$ cat config.mk
export PLATFORM = sky130hd
export DESIGN_NAME = instr_dcd_burst
export DESIGN_NICKNAME = d
export VERILOG_FILES = /design/src/rtl/instr_dcd_pkg.sv /design/src/rtl/instr_dcd_timeout.sv /design/src/rtl/instr_dcd_burst.sv
export SDC_FILE = /design/constraint.sdc
export NUM_CORES = 1
export LEC_CHECK = 0
export CORE_MARGIN = 2
export CORE_UTILIZATION = 42
export DETAILED_ROUTE_END_ITERATION = 8
export PLACE_DENSITY = 0.68
export SLEW_MARGIN = 10
export SYNTH_ARGS = -nofsm -noshare
export SYNTH_HDL_FRONTEND = slang
export SYNTH_SLANG_ARGS = --single-unit
$ cat constraint.sdc
create_clock -name clk -period 5.4 [get_ports clk]
set_input_delay 0.54 -clock clk [delete_from_list [all_inputs] [get_ports clk]]
set_output_delay 0.54 -clock clk [all_outputs]
set_load 0.05 [all_outputs]
$ cat src/rtl/instr_dcd_pkg.sv
`default_nettype none
// ============================================================================
// Module      : instr_dcd_pkg
// Description : Shared types and constants for the burst instruction decoder:
//               FSM state encoding, header bit positions, register address
//               width.
// Revision    : 1.0 - initial release
// ============================================================================
package instr_dcd_pkg;

   // Width of the register file address bus
   localparam int REG_ADDR_W    = 6;

   // Header byte layout: [7] direction, [6] burst, [5:0] start address
   localparam int HDR_DIR_BIT   = 7;
   localparam int HDR_BURST_BIT = 6;
   localparam int HDR_ADDR_MSB  = 5;

   // Decoder FSM states
   typedef enum logic [1:0] {
      ST_IDLE = 2'd0,
      ST_LEN  = 2'd1,
      ST_DATA = 2'd2
   } state_t;

endpackage
`default_nettype wire

$ cat src/rtl/instr_dcd_timeout.sv
`default_nettype none
// ============================================================================
// Module      : instr_dcd_timeout
// Description : Inter-byte watchdog. Counts enabled cycles, restarts on clear,
//               and raises a one-cycle pulse on the TIMEOUT_CYC-th cycle
//               without a clear. Only instantiated when INSTR_DCD_TIMEOUT_EN
//               is defined.
// Revision    : 1.0 - initial release
// ============================================================================
module instr_dcd_timeout #(
   parameter int TIMEOUT_CYC = 1024
) (
   input  logic clk,
   input  logic rst_n,
   input  logic en_i,
   input  logic clr_i,
   output logic timeout_o
);

   localparam int                 c_CNT_W = $clog2(TIMEOUT_CYC + 1);
   localparam logic [c_CNT_W-1:0] c_LAST  = c_CNT_W'(TIMEOUT_CYC - 1);
   localparam logic [c_CNT_W-1:0] c_ONE   = c_CNT_W'(1);

   logic [c_CNT_W-1:0] cnt_q;
   logic [c_CNT_W-1:0] cnt_d;

   // Pulse on the last silent cycle so the consumer leaves its state on the
   // TIMEOUT_CYC-th edge after the most recent clear
   assign timeout_o = en_i && !clr_i && (cnt_q == c_LAST);

   // Next count: restart on clear, when idle, or once the timeout has fired
   always_comb begin
      cnt_d = cnt_q + c_ONE;
      if (clr_i || !en_i || timeout_o) begin
         cnt_d = '0;
      end
   end

   // Counter register
   always_ff @(posedge clk or negedge rst_n) begin
      if (!rst_n) begin
         cnt_q <= '0;
      end else begin
         cnt_q <= cnt_d;
      end
   end

endmodule
`default_nettype wire

$ cat src/rtl/instr_dcd_burst.sv
`default_nettype none
// ============================================================================
// Module      : instr_dcd_burst
// Description : SPI instruction decoder with burst support. Decodes a header
//               byte, an optional burst length byte and N data bytes, and
//               issues one-cycle register read/write strobes with
//               auto-incrementing addresses, range checking and a sticky
//               error flag.
//               Optional macro INSTR_DCD_TIMEOUT_EN adds an inter-byte
//               timeout that aborts a stalled transaction.
// Revision    : 1.0 - initial release
// ============================================================================
module instr_dcd_burst
   import instr_dcd_pkg::*;
#(
   parameter logic [REG_ADDR_W-1:0] ADDR_LIMIT  = 6'h0F,
   parameter int                    MAX_BURST   = 16,
   parameter int                    TIMEOUT_CYC = 1024
) (
   input  logic                  clk,
   input  logic                  rst_n,
   input  logic                  byte_sync_i,
   input  logic [7:0]            data_in_i,
   output logic [7:0]            data_out_o,
   output logic                  read_o,
   output logic                  write_o,
   output logic [REG_ADDR_W-1:0] addr_o,
   input  logic [7:0]            data_read_i,
   output logic [7:0]            data_write_o,
   output logic                  busy_o,
   output logic                  err_o,
   input  logic                  err_clr_i
);

   localparam logic [7:0]            c_MAX_BURST = 8'(MAX_BURST);
   localparam logic [REG_ADDR_W-1:0] c_ADDR_ONE  = REG_ADDR_W'(1);

   state_t                  state_q,      state_d;
   logic                    dir_q,        dir_d;        // 1 = write transaction
   logic [REG_ADDR_W-1:0]   addr_q,       addr_d;
   logic [7:0]              rem_q,        rem_d;        // data bytes still expected
   logic                    rd_pend_q,    rd_pend_d;    // prefetch read due next edge
   logic                    wr_pend_q,    wr_pend_d;    // write strobe due next edge
   logic                    inc_pend_q,   inc_pend_d;   // post-write address step
   logic                    read_q,       read_d;
   logic                    write_q,      write_d;
   logic [7:0]              data_out_q,   data_out_d;
   logic [7:0]              data_write_q, data_write_d;
   logic                    err_q,        err_d;

   logic                    w_addr_oor;
   logic                    w_err_set;
   logic                    w_timeout;

   assign w_addr_oor = (addr_q > ADDR_LIMIT);

`ifdef INSTR_DCD_TIMEOUT_EN
   instr_dcd_timeout #(
      .TIMEOUT_CYC (TIMEOUT_CYC)
   ) u_timeout (
      .clk       (clk),
      .rst_n     (rst_n),
      .en_i      (state_q != ST_IDLE),
      .clr_i     (byte_sync_i),
      .timeout_o (w_timeout)
   );
`else
   // Watchdog absent: a stalled transaction waits for more bytes forever.
   // The expression is constant false; it keeps TIMEOUT_CYC referenced.
   assign w_timeout = (TIMEOUT_CYC < 0);
`endif

   // Next-state, strobe and datapath decode; pending strobes are serviced
   // before the incoming byte so a coincident byte is still handled
   always_comb begin
      state_d      = state_q;
      dir_d        = dir_q;
      addr_d       = addr_q;
      rem_d        = rem_q;
      rd_pend_d    = 1'b0;
      wr_pend_d    = 1'b0;
      inc_pend_d   = 1'b0;
      read_d       = 1'b0;
      write_d      = 1'b0;
      data_out_d   = data_out_q;
      data_write_d = data_write_q;
      w_err_set    = 1'b0;

      // Prefetch read: capture register data alongside the strobe
      if (rd_pend_q) begin
         if (w_addr_oor) begin
            data_out_d = 8'h00;
            w_err_set  = 1'b1;
         end else begin
            read_d     = 1'b1;
            data_out_d = data_read_i;
         end
      end

      // Write strobe, followed by an address step one cycle later
      if (wr_pend_q) begin
         if (w_addr_oor) begin
            w_err_set = 1'b1;
         end else begin
            write_d = 1'b1;
         end
         inc_pend_d = 1'b1;
      end

      if (inc_pend_q) begin
         addr_d = addr_q + c_ADDR_ONE;
      end

      if (byte_sync_i) begin
         case (state_q)
            ST_IDLE: begin
               dir_d  = data_in_i[HDR_DIR_BIT];
               addr_d = data_in_i[HDR_ADDR_MSB:0];
               if (data_in_i[HDR_BURST_BIT]) begin
                  state_d = ST_LEN;
               end else begin
                  rem_d     = 8'd1;
                  state_d   = ST_DATA;
                  rd_pend_d = !data_in_i[HDR_DIR_BIT];
               end
            end
            ST_LEN: begin
               if (data_in_i == 8'd0) begin
                  w_err_set = 1'b1;
                  state_d   = ST_IDLE;
               end else begin
                  if (data_in_i > c_MAX_BURST) begin
                     rem_d     = c_MAX_BURST;
                     w_err_set = 1'b1;
                  end else begin
                     rem_d = data_in_i;
                  end
                  state_d   = ST_DATA;
                  rd_pend_d = !dir_q;
               end
            end
            ST_DATA: begin
               rem_d = rem_q - 8'd1;
               if (dir_q) begin
                  data_write_d = data_in_i;
                  wr_pend_d    = 1'b1;
               end else if (rem_q > 8'd1) begin
                  addr_d    = addr_q + c_ADDR_ONE;
                  rd_pend_d = 1'b1;
               end
               if (rem_q <= 8'd1) begin
                  state_d = ST_IDLE;
               end
            end
            default: begin
               state_d = ST_IDLE;
            end
         endcase
      end

      // Abort a stalled transaction and drop anything still in flight
      if (w_timeout) begin
         state_d    = ST_IDLE;
         read_d     = 1'b0;
         write_d    = 1'b0;
         rd_pend_d  = 1'b0;
         wr_pend_d  = 1'b0;
         inc_pend_d = 1'b0;
         w_err_set  = 1'b1;
      end

      // Sticky error: a new error event overrides a clear in the same cycle
      if (w_err_set) begin
         err_d = 1'b1;
      end else if (err_clr_i) begin
         err_d = 1'b0;
      end else begin
         err_d = err_q;
      end
   end

   // State and datapath registers; reset drops any pending strobe
   always_ff @(posedge clk or negedge rst_n) begin
      if (!rst_n) begin
         state_q      <= ST_IDLE;
         dir_q        <= 1'b0;
         addr_q       <= '0;
         rem_q        <= 8'd0;
         rd_pend_q    <= 1'b0;
         wr_pend_q    <= 1'b0;
         inc_pend_q   <= 1'b0;
         read_q       <= 1'b0;
         write_q      <= 1'b0;
         data_out_q   <= 8'h00;
         data_write_q <= 8'h00;
         err_q        <= 1'b0;
      end else begin
         state_q      <= state_d;
         dir_q        <= dir_d;
         addr_q       <= addr_d;
         rem_q        <= rem_d;
         rd_pend_q    <= rd_pend_d;
         wr_pend_q    <= wr_pend_d;
         inc_pend_q   <= inc_pend_d;
         read_q       <= read_d;
         write_q      <= write_d;
         data_out_q   <= data_out_d;
         data_write_q <= data_write_d;
         err_q        <= err_d;
      end
   end

   assign data_out_o   = data_out_q;
   assign read_o       = read_q;
   assign write_o      = write_q;
   assign addr_o       = addr_q;
   assign data_write_o = data_write_q;
   assign busy_o       = (state_q != ST_IDLE);
   assign err_o        = err_q;

endmodule
`default_nettype wire
==> impl.org, run 1 <==
** Outcome
- The flow ran to the end, and the final reports show no timing, DRC or antenna violations.

** Logic synthesis
- Synth area leader :: dfrtp_1
- The synthesized design devotes to its leading area cell type 43.5% of total area.
- Counting every instance in the synthesized netlist gives 233.
- Summing the sequential cell areas from Yosys gives 43.5% of the chip area.
- The most used flip-flop cell after synthesis is dfrtp_1.
- The synthesized design contains 0 enable-type register cells.
- The number of nets handed over by synthesis was 261.
- Yosys reg bits :: 39
- Post-synth ARST share :: 100%
- Yosys synthesis warning count :: 0
- The synthesized netlist contains 54 unique library cells.
- Ranked by total cell area, the synthesized netlist is headed by dfrtp_1 43%, mux2_2 5.0%, nand2_1 4.5%.
- In this run the mean area of a mapped cell was 9.64 µm².
- In this run the cell area of the synthesized design comes to 0.00225 mm².

** Layout
- The post-route netlist has 10.6% of its cells at a drive strength greater than 1.
- Ant diodes :: 0
- Fillers :: 487
- Relative to the synthesized area, the layout overhead comes to 24.5%.
- Once layout is complete, the utilization of the core stands at 54.4%.
- Final nets :: 301

** STA
- Final worst path period share :: 47.4%
- For the final database, setup skew stands at 0.0109 ns.
- Achievable frequency :: 0.390 GHz
- Worst Tran Pin Value :: 0.857 ns
- Unrepaired setup endpoints after global routing :: no
- In this run the tightest slew margin relative to its limit is 42.9%.
- Tmin final :: 2.56 ns
- Final setup violating endpoints :: 0
- The final-report max-slew violation count is 0.
- Final number of hold-violating endpoints :: 0
- Setup TNS after final layout :: 0 ns

** Global routing
- Pin count of the biggest net entering global routing :: 40
- Global routing usage summed across all routing layers :: 18.5%
- Grt met3 use :: 3.41%
- In the global route stage, met2 resource usage came out at 30.3%.
- The number of antenna violations at the first check in global routing is 0.
- For this run, global-route usage on met1 was measured as 24.9%.
- The global routing stage identified its most utilized layer as met2.
- Congestion Overflow GR :: 0
- The first global-routing pass estimated 8.80 mm of wire.
- The via count of the first global-routing pass came to 1690.

** Critical path
- Walking the worst path, the cells encountered are inv_1, ha_1, inv_1, clkdlybuf4s50_1.
- Counting stages on the worst path, the most repeated cell is inv_1.
- The largest individual stage delay along the critical path comes from the cell clkdlybuf4s50_1.
- In this run the register-to-register setup slack is 3.28 ns.
- STA puts the critical path data required time at 4.86 ns.
- Capture point of the worst reg-to-reg path :: data_write_o[7]
- Largest stage delay on the critical path :: 0.82 ns
- Family with the most delay on the worst path :: buffers and inverters
- Max FO, Critical Path :: 5
- Worst Reg2Reg Path Length in Cells :: 5
- Worst flop-to-flop path startpoint :: state_q[0]
- Type of element capturing the critical path :: output port
- The worst setup path is launched from a register.
- The critical path in this run is classified as register to output port.
- Data arrives at the worst endpoint at 2.02 ns.
- Worst path buffer plus inverter count :: 3

** Power and ir drop
- Leakage power :: 1.19 nW
- Max IR drop VDD :: 0.000261 V
- Dividing total power by cell area gives a power density of 664 mW/mm².

** Drt
- Ratio of routed vias to standard cells :: 5.46
- DRC marker count from the first detailed-route iteration :: 82
- After detailed routing, the number of remaining DRC violations is 0.
- Dividing the detail-routed wire length by the instance count gives 15.6 µm.
- The final route contains 1877 vias.
- For this run, the detailed router's first-pass iteration total came to 5.
- Aggregate routed wire length :: 5.36 mm
- Once detail routing completed, the nets flagged for antenna violations numbered 0.

** Flow run
- Count of max-cap constraint violations :: 0

** Placement
- Detailed placement ended at an HPWL of 3.88 mm.
- Gp weighted congestion :: 0.855
- Number of input and output port buffers inserted :: 45

** Die
- I/O pin cnt :: 46
- Measured along the x axis, the die boundary spans 77.1 µm.
- Measured along the y axis, the die boundary spans 77.1 µm.
- Initial Utilization :: 43.7%
- Die outline area :: 0.00595 mm²
- Floorplan core area :: 0.00514 mm²
- The floorplan has 26 rows.

** CTS
- Buffer levels on the longest clock path :: 2
- Once the clock tree was built, the setup fixing pass inserted 0 buffers.
- Clock transition at path regs :: 0.08 ns
- Buffers inserted to repair hold after CTS numbered 0.
- Clock tree from TritonCTS :: built
- Clock tree synthesis inserted a total of 5 buffers.
- The tree is rooted in a clkbuf_8.
- The later pin in the worst-skew pair is clocked with a latency of 0.30 ns.
- CTS resizes :: 0
- The H-tree was split into 2 levels.
- The clock drives 39 sinks.

** Min path
- Worst hold-check path type :: primary input to asynchronous set/reset pin
-- area by class of cell --
type	instances	area, µm²	share of cell area, %
Inverter	20	75.1	2.68
Sequential cell	39	976	34.9
Tap cell	70	87.6	3.13
Clock buffer	7	76.3	2.73
Multi-Input combinational cell	162	1130	40.4
Timing Repair Buffer	45	445	15.9
Clock inverter	1	5.00	0.179
-- sequential cells by signal (all words and copies together) (netlist names) --
signal        cells
rem_q             8
addr_o            6
write_o           1
data_out_o        8
dir_q             1
data_write_o      8
inc_pend_q        1
err_o             1
read_o            1
rd_pend_q         1
state_q           2
wr_pend_q         1
-- worst max-delay path by stage --
stage                       startpoint        to  cells past startpoint
final                       state_q[0]    busy_o                      4
after global routing        state_q[0]    busy_o                      4
after CTS                   state_q[0]    busy_o                      4
after detailed placement  data_in_i[6]  rem_q[3]                      5
after global placement    data_in_i[1]  rem_q[3]                      5
after floorplan           data_in_i[1]  rem_q[3]                      6
-- report_power, final --
group	internal (W)	switching, W
logic	0.000416	0.000686
registers	0.000418	0.000144
clock network	0.0000907	0.000103
-- layer usage --
metal  share of wire (%)  vias to the layer above
li1                    -                      926
met1                  47                      883
met2                  47                       61
met3                 4.6                        7
met4                 1.7                        0
met5                   0                        -
-- through the flow --
step | worst slack [ns] | hold slack, ns | cell area, µm² | power [W] | instances
after global routing | 2.74 | 0.441 | 2800 | 0.00198 | 344
final | 2.84 | 0.357 | 2800 | 0.00186 | 344
after detailed placement | 2.75 | 0.386 | 2720 | 0.00167 | 336
after CTS | 2.84 | 0.392 | 2800 | 0.00187 | 344
after floorplan | 3.48 | 0.244 | 2250 | 0.00135 | 233
after global placement | 2.80 | 0.386 | 2720 | 0.00166 | 336
-- kinds of logic (layout without fill, tap and decap cells) --
logic type,Yosys count,after routing,synth area share [%]
mux,14,14,7.02
simple gates,82,82,20.8
xor+xnor,3,3,1.17
buf+inv,32,73,6.18
flops,39,39,43.5
fa+ha+maj,8,8,4.46
compound gates,55,55,16.9
-- cells in the final DEF, fill, tap and decap left out, types with 3 or more instances in the layout --
cell type	n
o22ai_1	4
and3_1	8
nor2_1	7
clkbuf_8	5
or3_1	4
nand3b_1	4
ha_1	8
nor3_1	3
a21oi_1	4
a31oi_1	3
mux2i_1	3
dfrtp_1	39
o21ai_0	19
nor4_1	3
o31ai_1	4
nand3_1	7
inv_1	20
mux2_2	10
nand2_1	27
a22oi_1	4
clkdlybuf4s50_1	44
-- cells in the mapped netlist (2+ instances only) --
| library cell | instances |
|---|---|
| a21oi_1 | 4 |
| a22oi_1 | 4 |
| a31oi_1 | 3 |
| and2_1 | 2 |
| and3_1 | 8 |
| buf_2 | 3 |
| clkbuf_1 | 7 |
| dfrtp_1 | 39 |
| ha_1 | 8 |
| inv_1 | 20 |
| mux2_2 | 10 |
| mux2i_1 | 3 |
| nand2_1 | 27 |
| nand2b_1 | 2 |
| nand3_1 | 7 |
| nand3b_1 | 4 |
| nand4_1 | 2 |
| nand4b_1 | 2 |
| nor2_1 | 7 |
| nor3_1 | 3 |
| nor3b_1 | 2 |
| nor4_1 | 3 |
| o2111ai_1 | 2 |
| o211ai_1 | 2 |
| o21ai_0 | 19 |
| o22ai_1 | 4 |
| o31ai_1 | 4 |
| o41ai_2 | 2 |
| or3_1 | 4 |
| xnor2_1 | 2 |
Power figures use the tool's default switching activity.
==> run 2: changes to the inputs <==
PLACE_DENSITY = 0.71   (was 0.68)
clock period = 2.1 ns   (was 5.4 ns; I/O delays follow)
==> run 2 against run 1 <==
  * Sequential share of layout area down 1.9 points
  * Power grew to 2.8 times the previous value
  * Combinational power rose to 2.7 times the previous value
  * First-iteration DRC count grew 45%
  * Die area is the same
  * Utilization rose by 3.2 points
==> impl.org, run 2 (same netlist as run 1, synthesis figures left out) <==
** STA
- The accumulated negative setup slack is 0 ns (unchanged).
- The final-report max-slew violation count came to 0 (unchanged).
- The final hold slack was 0.419 ns (was 0.357 ns).
- Unrepaired setup endpoints after global routing: no (unchanged).
- The slew at the pin closest to its max-slew limit came to 0.581 ns (was 0.857 ns).
- Final worst path period share :: 94.6%
- Final setup violating endpoints :: 0 (unchanged)
- The routed design could run at a clock period as short as 1.99 ns.
- The relative max-transition margin was 61.1% (was 42.9%).
- Worst Skew :: 0.00374 ns (was 0.0109 ns)
- For this run, the top clock speed supported by timing is 0.503 GHz.
- The number of failing hold endpoints at the final stage came to 0 (unchanged).

** Power and ir drop
- Max IR drop VDD :: 0.000768 V (was 0.000261 V)
- Power per cell area :: 1750 mW/mm² (was 664 mW/mm²)
- Total power :: 0.00517 W (was 0.00186 W)
- The leakage power summed over all cells was 1.29 nW (was 1.19 nW).

** Die
- I/O pin cnt :: 46 (unchanged)
- Initial Utilization :: 43.7% (unchanged)
- Horiz. Die Dim :: 77.1 µm (unchanged)
- Std cell rows :: 26 (unchanged)
- Floorplan core area :: 0.00514 mm² (unchanged)
- Floorplan die height :: 77.1 µm (unchanged)
- The die area came to 0.00595 mm² (unchanged).

** Placement
- Number of input and output port buffers inserted :: 45 (unchanged)
- Gp weighted congestion :: 0.904 (was 0.855)
- Placed insts :: 350 (was 336)
- The HPWL reported at the end of detailed placement is 4.45 mm (was 3.88 mm).

** Global routing
- The via count of the first global-routing pass is 1983 (was 1690).
- Initial antenna violation count :: 0 (unchanged)
- The global-route wire length before repair came to 9.95 mm (was 8.80 mm).
- Congestion Overflow GR :: 0 (unchanged)
- Pin count of the biggest net entering global routing :: 24 (was 40)
- Global routing usage summed across all routing layers :: 21.5% (was 18.5%)

** Critical path
- Type of element capturing the critical path :: register (was output port)
- Max FO, Critical Path :: 7 (was 5)
- Crit path DAT :: 2.17 ns (was 2.02 ns)
- CP required :: 2.28 ns (was 4.86 ns)
- The path type of the worst setup path is register to register (was register to output port).
- Kind of start point of the critical path :: register (unchanged)

** Layout
- The fill cell total of the finished layout is 470 (was 487).
- P&R area growth vs syn :: 31.8% (was 24.5%)
- The final core utilization is 57.6% (was 54.4%).
- The register area came to 976 µm² (unchanged).
- Commonest cells after routing, fill and taps aside: 43 x clkdlybuf4s50_1, 39 x dfrtp_1, 27 x nand2_1 (was 44 x clkdlybuf4s50_1, 39 x dfrtp_1, 27 x nand2_1).
- Most common cell after layout, fill and taps aside :: clkdlybuf4s50_1 (unchanged)
- The multi-input combinational cell area is 0.00113 mm² (unchanged).
- The post-layout instance count excluding filler cells came to 359 (was 344).
- Final nets :: 316 (was 301)
- The antenna diode count was 0 (unchanged).
- The share of post-route cells with drive strength above 1 was 15.6% (was 10.6%).

** Drt
- The number of DRC markers in iteration 0 was 119 (was 82).
- The via count of the routed design was 2001 (was 1877).
- The DRC violations left came to 0 (unchanged).
- The total wire length was 5.97 mm (was 5.36 mm).
- Ratio of routed vias to standard cells :: 5.57 (was 5.46)
- Post-DRT Antenna Nets :: 0 (unchanged)
- Wirelength per Cell :: 16.6 µm (was 15.6 µm)
- Detailed-routing iteration count for the pre-antenna-repair pass :: 4 (was 5)

** Outcome
- Run status: finished, final reports clean (unchanged).

** CTS
- Clock tree from TritonCTS :: built (unchanged)
- The CTS buffer count was 5 (unchanged).
- Total clock sinks :: 39 (unchanged)
- H-tree level count :: 2 (unchanged)
- Clk Latency, worst-skew pair :: 0.29 ns (was 0.30 ns)
- The clock root buffer is clkbuf_8 (unchanged).
- Buffers inserted during post-CTS setup optimization :: 0 (unchanged)
- The clock input transition at the sequential cells of the worst setup and hold paths came to 0.08 ns (about the same).
- Total of hold buffers inserted after clock tree synthesis :: 1 (was 0)
- The buffer levels on the longest clock path came to 2 (unchanged).
- CTS resizes :: 0 (unchanged)

** Min path
- The worst hold path class is register to register (was primary input to asynchronous set/reset pin).

** Flow run
- Count of max-cap constraint violations :: 0 (unchanged)
run 2: cell types whose count changed in the layout (fill, tap and decap cells not counted):
cell             previous run  this run
buf_4                       0        15
bufinv_16                   0         2
clkbuf_1                    2         1
clkdlybuf4s50_1            44        43
clkinv_2                    1         0
dlygate4sd3_1               0         1
run 2: layer usage:
metal	up-vias	share of wire, %	global-route usage, %
met5	-	0	0
met2	65	49	35.9
met4	0	1.6	7.86
met3	9	4.9	4.94
li1	951	-	-
met1	976	45	27.2
run 2: path summary, 6_finish.rpt:
check                           from         end  slack, ns  cells past startpoint
setup / recovery            rem_q[0]  state_q[1]       0.11                      6
hold / removal             wr_pend_q  inc_pend_q       0.42                      0
setup reg to reg            rem_q[0]  state_q[1]       0.11                      6
hold reg to reg            wr_pend_q  inc_pend_q       0.42                      0
max in group asynchronous      rst_n    rem_q[4]       1.11                      3
min in group asynchronous      rst_n   rd_pend_q       0.44                      2
run 2: final cells by class:
type / count / share of cell area, %
inverters: 20 / 2.54
clock inverters: 2 / 2.03
clock buffers: 6 / 2.45
multi-input cells: 162 / 38.2
repair buffers: 60 / 18.9
flip-flops and latches: 39 / 33.0
well taps: 70 / 2.96
run 2: critical path: stages (launching register included):
cell,delay [ns]
dfrtp_1,0.44
inv_1,0.07
ha_1,0.28
or2_2,0.34
and3_1,0.19
o21ai_1,0.21
mux2_2,0.36
run 2: per-stage QoR:
step                worst slack, ns  area (µm²)
finish                        0.112        2960
floorplan                     0.250        2250
global placement              0.200        2820
detailed placement            0.142        2820
global route                 0.0517        2960
CTS                           0.124        2960
run 2: power breakdown:
group	switching (W)	internal (W)	leakage (nW)
Combinational	0.00184	0.00114	0.727
Sequential	0.000380	0.00107	0.501
Clock	0.000268	0.000475	0.0654
Total	0.00248	0.00269	1.29
